`config.mk`:
```
export PLATFORM = sky130hd
export DESIGN_NAME = gf2m_multisquare
export DESIGN_NICKNAME = d
export VERILOG_FILES = /design/src/rtl/gf2m_pkg.sv /design/src/rtl/gf2m_square_chain.sv /design/src/rtl/gf2m_multisquare.sv
export SDC_FILE = /design/constraint.sdc
export NUM_CORES = 1
export LEC_CHECK = 0
export ABC_AREA = 1
export CORE_MARGIN = 2
export CORE_UTILIZATION = 30
export DETAILED_ROUTE_END_ITERATION = 10
export HOLD_SLACK_MARGIN = 0.15
export SYNTH_ARGS = -nofsm -noshare
export SYNTH_HDL_FRONTEND = slang
export SYNTH_HIERARCHICAL = 1
export SYNTH_SLANG_ARGS = --single-unit
```
`constraint.sdc`:
```
create_clock -name clk -period 4.2 [get_ports clk]
set_input_delay 0.84 -clock clk [delete_from_list [all_inputs] [get_ports clk]]
set_output_delay 0.84 -clock clk [all_outputs]
set_load 0.05 [all_outputs]
```
`src/rtl/gf2m_pkg.sv`:
```
// Shared GF(2^163) constants, FSM state type and polynomial-basis reduction.
// Reduction polynomial f(x) = x^163 + x^7 + x^6 + x^3 + 1.
package gf2m_pkg;

  localparam int M      = 163;
  localparam int N_TAPS = 4;
  localparam int RED_TAPS [N_TAPS] = '{7, 6, 3, 0};

  typedef enum logic [1:0] {
    IDLE = 2'd0,
    RUN  = 2'd1,
    DONE = 2'd2
  } msq_state_e;

  // Folds every term of degree >= M back using x^M = x^7 + x^6 + x^3 + 1,
  // walking from the top so that folded terms landing above M-1 are caught too.
  function automatic logic [M-1:0] reduce(input logic [2*M-2:0] p);
    logic [2*M-2:0] r;
    r = p;
    for (int i = 2*M-2; i >= M; i--) begin
      if (r[i]) begin
        r[i] = 1'b0;
        for (int t = 0; t < N_TAPS; t++) begin
          r[i-M+RED_TAPS[t]] = ~r[i-M+RED_TAPS[t]];
        end
      end
    end
    return r[M-1:0];
  endfunction

endpackage

```
`src/rtl/gf2m_square_chain.sv`:
```
// Combinational chain of S field squarings; y holds x^(2^i) for i=1..S,
// slice i-1 of width M. No state, no flow control.
module gf2m_square_chain #(
  parameter int M = gf2m_pkg::M,
  parameter int S = 2
) (
  input  logic [M-1:0]   x,
  output logic [S*M-1:0] y
);
  import gf2m_pkg::*;

  logic [M-1:0] stage [0:S];

  assign stage[0] = x;

  for (genvar i = 1; i <= S; i++) begin : g_sq
    logic [2*M-2:0] spread;

    // Squaring in characteristic 2 just interleaves zeros between the bits.
    always_comb begin
      spread = '0;
      for (int j = 0; j < M; j++) begin
        spread[2*j] = stage[i-1][j];
      end
    end

    assign stage[i]        = reduce(spread);
    assign y[(i-1)*M +: M] = stage[i];
  end

endmodule

```
`src/rtl/gf2m_multisquare.sv`:
```
// Iterated GF(2^M) squarer b = a^(2^k): done pulses ceil(k/S)+1 cycles after accept;
// start is ignored while busy. Optional GF2M_MSQ_BYPASS_EN exposes the final result a cycle early.
module gf2m_multisquare #(
  parameter int M     = gf2m_pkg::M,
  parameter int S     = 2,
  parameter int CNT_W = 8
) (
  input  logic             clk,
  input  logic             rst_n,
  input  logic             start,
  input  logic [M-1:0]     a_in,
  input  logic [CNT_W-1:0] k_in,
  output logic             busy,
  output logic             done,
  output logic [M-1:0]     b_out
`ifdef GF2M_MSQ_BYPASS_EN
  ,
  output logic [M-1:0]     b_bp,
  output logic             bp_valid
`endif
);
  import gf2m_pkg::*;

  localparam logic [CNT_W-1:0] S_C = CNT_W'(S);

  msq_state_e       state, state_nxt;
  logic [M-1:0]     acc;
  logic [CNT_W-1:0] rem;
  logic [CNT_W-1:0] n_step;
  logic [S*M-1:0]   chain_y;
  logic [M-1:0]     acc_sq;
  logic             last_run;
  logic             accept;

  gf2m_square_chain #(
    .M (M),
    .S (S)
  ) u_chain (
    .x (acc),
    .y (chain_y)
  );

  // rem is never zero in RUN, so n_step always picks a real tap.
  assign last_run = (rem <= S_C);
  assign n_step   = last_run ? rem : S_C;
  assign accept   = (state == IDLE) && start;

  always_comb begin
    acc_sq = chain_y[M-1:0];
    for (int i = 1; i <= S; i++) begin
      if (n_step == CNT_W'(i)) acc_sq = chain_y[(i-1)*M +: M];
    end
  end

  always_ff @(posedge clk or negedge rst_n) begin
    if (!rst_n) state <= IDLE;
    else        state <= state_nxt;
  end

  always_comb begin
    state_nxt = state;
    case (state)
      IDLE:    if (start) state_nxt = (k_in == '0) ? DONE : RUN;
      RUN:     if (last_run) state_nxt = DONE;
      DONE:    state_nxt = IDLE;
      default: state_nxt = IDLE;
    endcase
  end

  always_ff @(posedge clk or negedge rst_n) begin
    if (!rst_n) begin
      acc <= '0;
      rem <= '0;
    end else if (accept) begin
      acc <= a_in;
      rem <= k_in;
    end else if (state == RUN) begin
      acc <= acc_sq;
      rem <= rem - n_step;
    end
  end

  assign busy  = (state != IDLE);
  assign done  = (state == DONE);
  assign b_out = acc;

`ifdef GF2M_MSQ_BYPASS_EN
  assign b_bp     = acc_sq;
  assign bp_valid = (state == RUN) && last_run;
`endif

endmodule
```
==> results_dict.tcl, run 1 <==
set metrics [dict create \
    clock_sinks 173 \
    ant_nets 0 \
    cts.repair.resized 0 \
    end_kind "primary output" \
    num_io_pins 339 \
    core_mm2 0.0537 \
    dieArea_mm2 0.0562 \
    via_count 16900 \
    post_cts_buffers 0 \
    ys_seq_area_share_pct 26.6 \
    n_antenna_cell 0 \
    synth_nets 2624 \
    r2r_start "rem[3]" \
    worstSetupStartpoint "b_out[140]" \
    insertion_delay_ps 480 \
    antenna_found_initial 2 \
    setup.worst_path.class "reg2out" \
    clk_path_buf_depth 2 \
    crit_fanout 8 \
    hold_ws_ps 362 \
    cpPeakStageDelay_ps 920 \
    synth_cell_type_count 33 \
    maxCapViolations 0 \
    cts_buffers 17 \
    finalSetupViolCount 0 \
    worstPathArrival_ps 2170 \
    syn_inst 2449 \
    period_share_pct 71.6 \
    crit_slowest_cell "clkdlybuf4s50_1" \
    die_h_um 237 \
    layout_common_cells "nand2_1 (731), nand3_1 (356), clkdlybuf4s50_1 (337), inv_1 (326), xor2_1 (223)" \
    drt-total-wl_um 74500 \
    placed_cell_area_mm2 0.0202 \
    grt_pass1_wl_um 109000 \
    initialDrtViolationCount 1726 \
    nNetsFinal 2869 \
    dpl.hpwl_um 55600 \
    gp_congestion 0.938 \
    crit_chain "clkdlybuf4s50_1" \
    worst_pin_slew_ps 1160 \
    finalCriticalPeriod_ps 3010 \
    cp-start-kind "flop" \
    drv_slew 0 \
    post_route_cells_drive_above_1_share_pct 4.25 \
    relSlewSlack_pct 22.5 \
    worst-path-buf-inv 1 \
    cts_tree "yes" \
    hold_violations 0 \
    cts_hold_buf 0 \
    portBuffers 338 \
    ys_ff_latch 173 \
    die_x_um 237 \
    rsz0062_at_grt "false" \
    layout_commonest_cell "nand2_1" \
    row_count 85 \
    htree_levels 4 \
    hp-class "in2async" \
    gr-total-overflow 0 \
    setup_slack_ps 1190 \
    skew_ps 16.2 \
    grt_pass1_vias 16100 \
    first_pass_iters 6 \
    gr-usage-all-layers_pct 26.3 \
    area_growth_pct 27.7 \
    drt-wirelength-per-cell_um 21.9 \
    design_area_mm2 0.0208 \
    fin_setup_tns_ps 0 \
    clock.fmax_mhz 333 \
    clk_pin_slew_ps 80 \
    start_util_pct 30.3 \
    ys_warn_count 6 \
    status "complete, no violations" \
    netlist_area_mm2 0.0163 \
    critPathRequiredTime_ps 3360 \
    syn_area_per_cell_um2 6.65 \
    vias_per_cell 4.98 \
    root_buffer "clkbuf_16" \
    grt_max_degree 183 \
    drc 0 \
    cp_top_family "buffers and inverters" \
    post-place-ws_ps 1430 \
]
## routing by layer
| layer | up-vias | global-route usage, % | wire length [µm] |
|---|---|---|---|
| met5 | - | 0 | 0 |
| met4 | 0 | 11.3 | 3120 |
| met1 | 8090 | 36.8 | 32700 |
| li1 | 7946 | - | - |
| met3 | 128 | 3.93 | 5870 |
| met2 | 778 | 40.2 | 32800 |
## flip-flops by register name, summed over array words and instances (netlist names)
| signal | count |
|---|---|
| b_out | 163 |
| rem | 8 |
| state | 2 |
## synth_stat cells
master / instances / share of area [%]
nand3_1: 356 / 11
conb_1: 1 / 0.023
a21oi_1: 2 / 0.061
nor2_2: 2 / 0.077
inv_1: 327 / 7.5
clkbuf_1: 45 / 1.0
o211ai_1: 2 / 0.092
o21ai_0: 187 / 5.7
dfrtp_1: 173 / 27
nand3b_1: 2 / 0.092
nor2_1: 18 / 0.41
clkbuf_2: 1 / 0.031
ha_1: 1 / 0.077
xnor2_2: 5 / 0.50
buf_6: 7 / 0.48
clkinv_1: 24 / 0.55
xor2_2: 14 / 1.4
nand2_2: 12 / 0.46
xor2_1: 223 / 12
or2_2: 3 / 0.12
nand2_1: 733 / 17
xnor2_1: 206 / 11
buf_8: 1 / 0.092
buf_4: 12 / 0.55
buf_2: 60 / 1.8
nand2_4: 2 / 0.14
inv_2: 8 / 0.18
xor2_4: 2 / 0.34
nand3_2: 1 / 0.061
nand4_1: 1 / 0.038
o22ai_1: 1 / 0.038
nor2_4: 3 / 0.21
buf_1: 14 / 0.32
## stage by stage
stage / std cells / utilization (%)
3_3_place_gp: 3371 / 37.6
5_1_grt: 3403 / 38.7
3_5_place_dp: 3371 / 37.6
2_1_floorplan: 2449 / -
4_1_cts: 3403 / 38.7
6_report: 3403 / 38.7
## final cells by class
cell class,instances,area (µm²)
clock buffer,18,429
fill,5763,32900
tap,696,871
inverter,359,1350
sequential,173,4330
clock inverter,14,203
timing repair buffer,366,3710
multi-input combinational,1777,9910
## final timing paths
| check | endpoint | slack (ps) | cells after the start |
|---|---|---|---|
| max reg2reg | rem[7] | 1580 | 7 |
| max | b_out[140] | 1190 | 1 |
| min reg2reg | rem[5] | 530 | 2 |
| min | b_out[12] | 360 | 1 |
| min in group clk | rem[5] | 530 | 2 |
| max in group asynchronous | b_out[29] | 2860 | 2 |
## logic make-up after synthesis
group	count (synthesis)	synth area share, %
compound gates	192	5.94
xor+xnor	450	25.3
fa+ha+maj	1	0.0768
buf+inv	499	12.6
flops	173	26.6
other cells	1	0.0230
simple gates	1133	29.4
Power of run 1 is not shown: default switching activity piles up to over one toggle a cycle in this logic, so the estimate is an artifact.
==> inputs of run 2 (changes only) <==
==> constraint.sdc (replaced) <==
create_clock -name clk -period 2.7 [get_ports clk]
set_input_delay 0.54 -clock clk [delete_from_list [all_inputs] [get_ports clk]]
set_output_delay 0.54 -clock clk [all_outputs]
set_load 0.05 [all_outputs]
==> run 2 against run 1 <==
Net effect: routed wire length up 1.6%; sequential share of layout area down 0.37 points; first-iteration DRC count up 9.6%; via count up 1.3%.
==> results_dict.tcl, run 2 (synthesis gave the netlist of run 1 again) <==
set metrics [dict create \
    clk_path_buf_depth 2 \
    reg2reg_depth 8 \
    hold_violations 0 \
    n_antenna_cell 0 \
    setup.worst_path.class "reg2out" \
    min_from "rem[0]" \
    row_count 85 \
    first_pass_iters 6 \
    clock_sinks 173 \
    worst-path-buf-inv 1 \
    die_x_um 237 \
    start_util_pct 30.3 \
    hp-class "reg2reg" \
    cts_hold_buf 1 \
    gp_congestion 0.978 \
    grt_max_degree 80 \
    post_cts_buffers 0 \
    cpPeakStageDelay_ps 970 \
    layout_common_cells "nand2_1 (731), nand3_1 (356), clkdlybuf4s50_1 (335), inv_1 (326), xor2_1 (223)" \
    layout_commonest_cell "nand2_1" \
    clk_pin_slew_ps 80 \
    ant_nets 0 \
    crit_chain "clkdlybuf4s50_1" \
    drv_slew 0 \
    finalCriticalPeriod_ps 2590 \
    htree_levels 4 \
    relSlewSlack_pct 48.2 \
    end_kind "primary output" \
    maxCapViolations 0 \
    finalSetupViolCount 0 \
    skew_ps 15.2 \
    gr-total-overflow 0 \
    status "complete, no violations" \
    gr-usage-all-layers_pct 26.7 \
    area_growth_pct 30.1 \
    post_route_cells_drive_above_1_share_pct 5.92 \
    insertion_delay_ps 470 \
    place_inst 3418 \
    seqCellArea_mm2 0.00433 \
    rsz0062_at_grt "false" \
    critPathRequiredTime_ps 2160 \
    num_io_pins 339 \
    setup_slack_ps 111 \
    crit_fanout 5 \
    hold_ws_ps 518 \
    drt-total-wl_um 75800 \
    clock.fmax_mhz 386 \
    vias_per_cell 4.97 \
    crit_slowest_cell "clkdlybuf4s50_1" \
    die_h_um 237 \
    cts_buffers 17 \
    initialDrtViolationCount 1892 \
    drc 0 \
    core_mm2 0.0537 \
    worstPathArrival_ps 2050 \
    fin_setup_tns_ps 0 \
    whs_path_depth 2 \
    period_share_pct 95.9 \
    cts_tree "yes" \
    dieArea_mm2 0.0562 \
    fillers 5692 \
    root_buffer "clkbuf_16" \
    r2r_start "b_out[101]" \
    dpl.hpwl_um 58100 \
    drt-wirelength-per-cell_um 22.0 \
    reg2reg_slack_ps 530 \
    post-place-ws_ps 520 \
    grt_pass1_wl_um 111000 \
    worstHoldEndpoint "rem[0]" \
    worstSetupPathDepth 1 \
    portBuffers 338 \
    cts.repair.resized 0 \
    stdcell_count 3451 \
    cp-start-kind "flop" \
    nNetsFinal 2917 \
    worst_pin_slew_ps 774 \
    cp_top_family "buffers and inverters" \
    largest_reg_flops 163 \
    grt_pass1_vias 16400 \
    via_count 17200 \
    multiInputGateArea_mm2 0.00991 \
    antenna_found_initial 0 \
    rr_endpoint "b_out[84]" \
]
==> run 2: worst max-delay path by stage <==
stage	end	startpoint	slack (ps)
final	b_out[120]	b_out[120]	110
after global routing	b_out[159]	b_out[159]	50
after CTS	b_out[123]	b_out[123]	100
after detailed placement	b_out[134]	start	520
after global placement	b_out[134]	start	460
after floorplan	b_out[10]	b_out[162]	580
==> run 2: final cells by class <==
| type | count | area share, % |
|---|---|---|
| multi-input combinational | 1777 | 46.8 |
| timing repair buffer | 414 | 19.5 |
| sequential | 173 | 20.4 |
| clock inverter | 10 | 0.502 |
| tap | 696 | 4.11 |
| clock buffer | 22 | 2.24 |
| inverter | 359 | 6.37 |
==> run 2: metal layers <==
metal | wire [µm] | vias to the layer above | global-route usage, %
met1 | 32500 | 8092 | 36.8
met4 | 3380 | 0 | 12.1
li1 | - | 8051 | -
met3 | 6720 | 135 | 4.53
met5 | 0 | - | 0
met2 | 33200 | 884 | 40.7
==> run 2: stage by stage <==
step,util (%),area [µm²]
finish,39.4,21200
CTS,39.4,21200
floorplan,-,16300
global placement,38.3,20600
detailed placement,38.3,20600
global route,39.4,21200
Power of run 2 is left out for the same reason.
==> inputs of run 3 (changes only) <==
--- a/config.mk
+++ b/config.mk
@@ -9,7 +9,9 @@
 export CORE_MARGIN = 2
 export CORE_UTILIZATION = 30
 export DETAILED_ROUTE_END_ITERATION = 10
+export GPL_ROUTABILITY_DRIVEN = 0
 export HOLD_SLACK_MARGIN = 0.15
+export PLACE_DENSITY = 0.63
 export SYNTH_ARGS = -nofsm -noshare
 export SYNTH_HDL_FRONTEND = slang
 export SYNTH_HIERARCHICAL = 1
==> run 3 against run 2 <==
Net effect: core utilization down 0.13 points; register-to-register slack worse by 160 ps; critical path depth unchanged; first-iteration DRC count down 8.8%; count of clock-buffer cells in the layout unchanged; sequential cell count unchanged; final area down 0.32%; worst hold slack worse by 4.6 ps; via count down 0.29%; non-clock buffer count down 4; critical path type unchanged; critical endpoint is now b_out[131]; highest routed layer unchanged.
==> results_dict.tcl, run 3 (synthesis gave the netlist of run 1 again) <==
set metrics [dict create \
    crit_chain "clkdlybuf4s50_1" \
    end_kind "primary output" \
    finalCriticalPeriod_ps 2660 \
    core_mm2 0.0537 \
    gr-total-overflow 0 \
    n_antenna_cell 0 \
    via_count 17100 \
    fillers 5685 \
    post_cts_buffers 0 \
    root_buffer "clkbuf_16" \
    rsz0062_at_grt "false" \
    insertion_delay_ps 480 \
    htree_levels 4 \
    hp-class "reg2reg" \
    start_util_pct 30.3 \
    clock_sinks 173 \
    maxCapViolations 0 \
    area_growth_pct 29.6 \
    die_h_um 237 \
    crit_slowest_cell "clkdlybuf4s50_1" \
    initialDrtViolationCount 1725 \
    dpl.hpwl_um 56800 \
    cpPeakStageDelay_ps 940 \
    setup.worst_path.class "reg2out" \
    row_count 85 \
    place_inst 3414 \
    clock.fmax_mhz 375 \
    stdcell_count 3446 \
    skew_ps 13.5 \
    cts_hold_buf 1 \
    vias_per_cell 4.97 \
    post-place-ws_ps 395 \
    critPathRequiredTime_ps 2160 \
    drt-wirelength-per-cell_um 21.4 \
    post_route_cells_drive_above_1_share_pct 5.67 \
    cp-start-kind "flop" \
    period_share_pct 98.7 \
    worst-path-buf-inv 1 \
    final_core_util_pct 39.3 \
    antenna_found_initial 1 \
    clk_path_buf_depth 2 \
    crit_fanout 7 \
    cts_tree "yes" \
    grt_pass1_wl_um 109000 \
    nNetsFinal 2913 \
    layout_commonest_cell "nand2_1" \
    setup_slack_ps 35.7 \
    fin_setup_tns_ps 0 \
    hold_violations 0 \
    drt-total-wl_um 73700 \
    grt_pass1_vias 16500 \
    cp_top_family "buffers and inverters" \
    worstPathArrival_ps 2120 \
    portBuffers 338 \
    clk_pin_slew_ps 70 \
    worst_pin_slew_ps 1030 \
    largest_reg_flops 163 \
    first_pass_iters 6 \
    finalSetupViolCount 0 \
    drc 0 \
    layout_common_cells "nand2_1 (731), nand3_1 (356), clkdlybuf4s50_1 (336), inv_1 (326), xor2_1 (223)" \
    grt_max_degree 80 \
    cts_buffers 17 \
    dieArea_mm2 0.0562 \
    relSlewSlack_pct 31.1 \
    die_x_um 237 \
    drv_slew 0 \
    num_io_pins 339 \
    cts.repair.resized 0 \
    status "complete, no violations" \
    gr-usage-all-layers_pct 26.1 \
    ant_nets 0 \
]
## run 3: metal layers
metal,GRT usage [%],wire length (µm),vias up
li1,-,-,8035
met1,34.9,31200,8050
met2,39.9,32300,865
met3,5.19,6410,162
met4,13.3,3830,0
met5,0,0,-
## run 3: tightest hold or removal path, delay by kind of cell (launching register included)
kind / cells / cell delay, ps
flops: 1 / 350
simple gates: 2 / 140
## run 3: final cells by class
class / count / area (µm²) / share of cell area [%]
clock buffer: 22 / 464 / 2.20
inverter: 359 / 1350 / 6.39
sequential: 173 / 4330 / 20.5
timing repair buffer: 410 / 4080 / 19.3
clock inverter: 9 / 114 / 0.539
tap: 696 / 871 / 4.12
multi-input combinational: 1777 / 9910 / 46.9
## run 3: worst paths after layout
check,start,to,slack (ps),depth (start not counted)
worst max-delay path,b_out[131],b_out[131],40,1
worst min-delay path,rem[0],rem[0],510,2
worst max register to register,b_out[161],b_out[8],370,15
worst min register to register,rem[0],rem[0],510,2
max in group asynchronous,rst_n,b_out[149],1230,3
min in group asynchronous,rst_n,b_out[15],610,2
## run 3: per-stage QoR
stage	hold slack (ps)	instance area (µm²)
after floorplan	244	16300
after global placement	499	20500
after detailed placement	506	20500
after CTS	523	21100
after global routing	546	21100
final	514	21100
Power of run 3 is left out for the same reason.
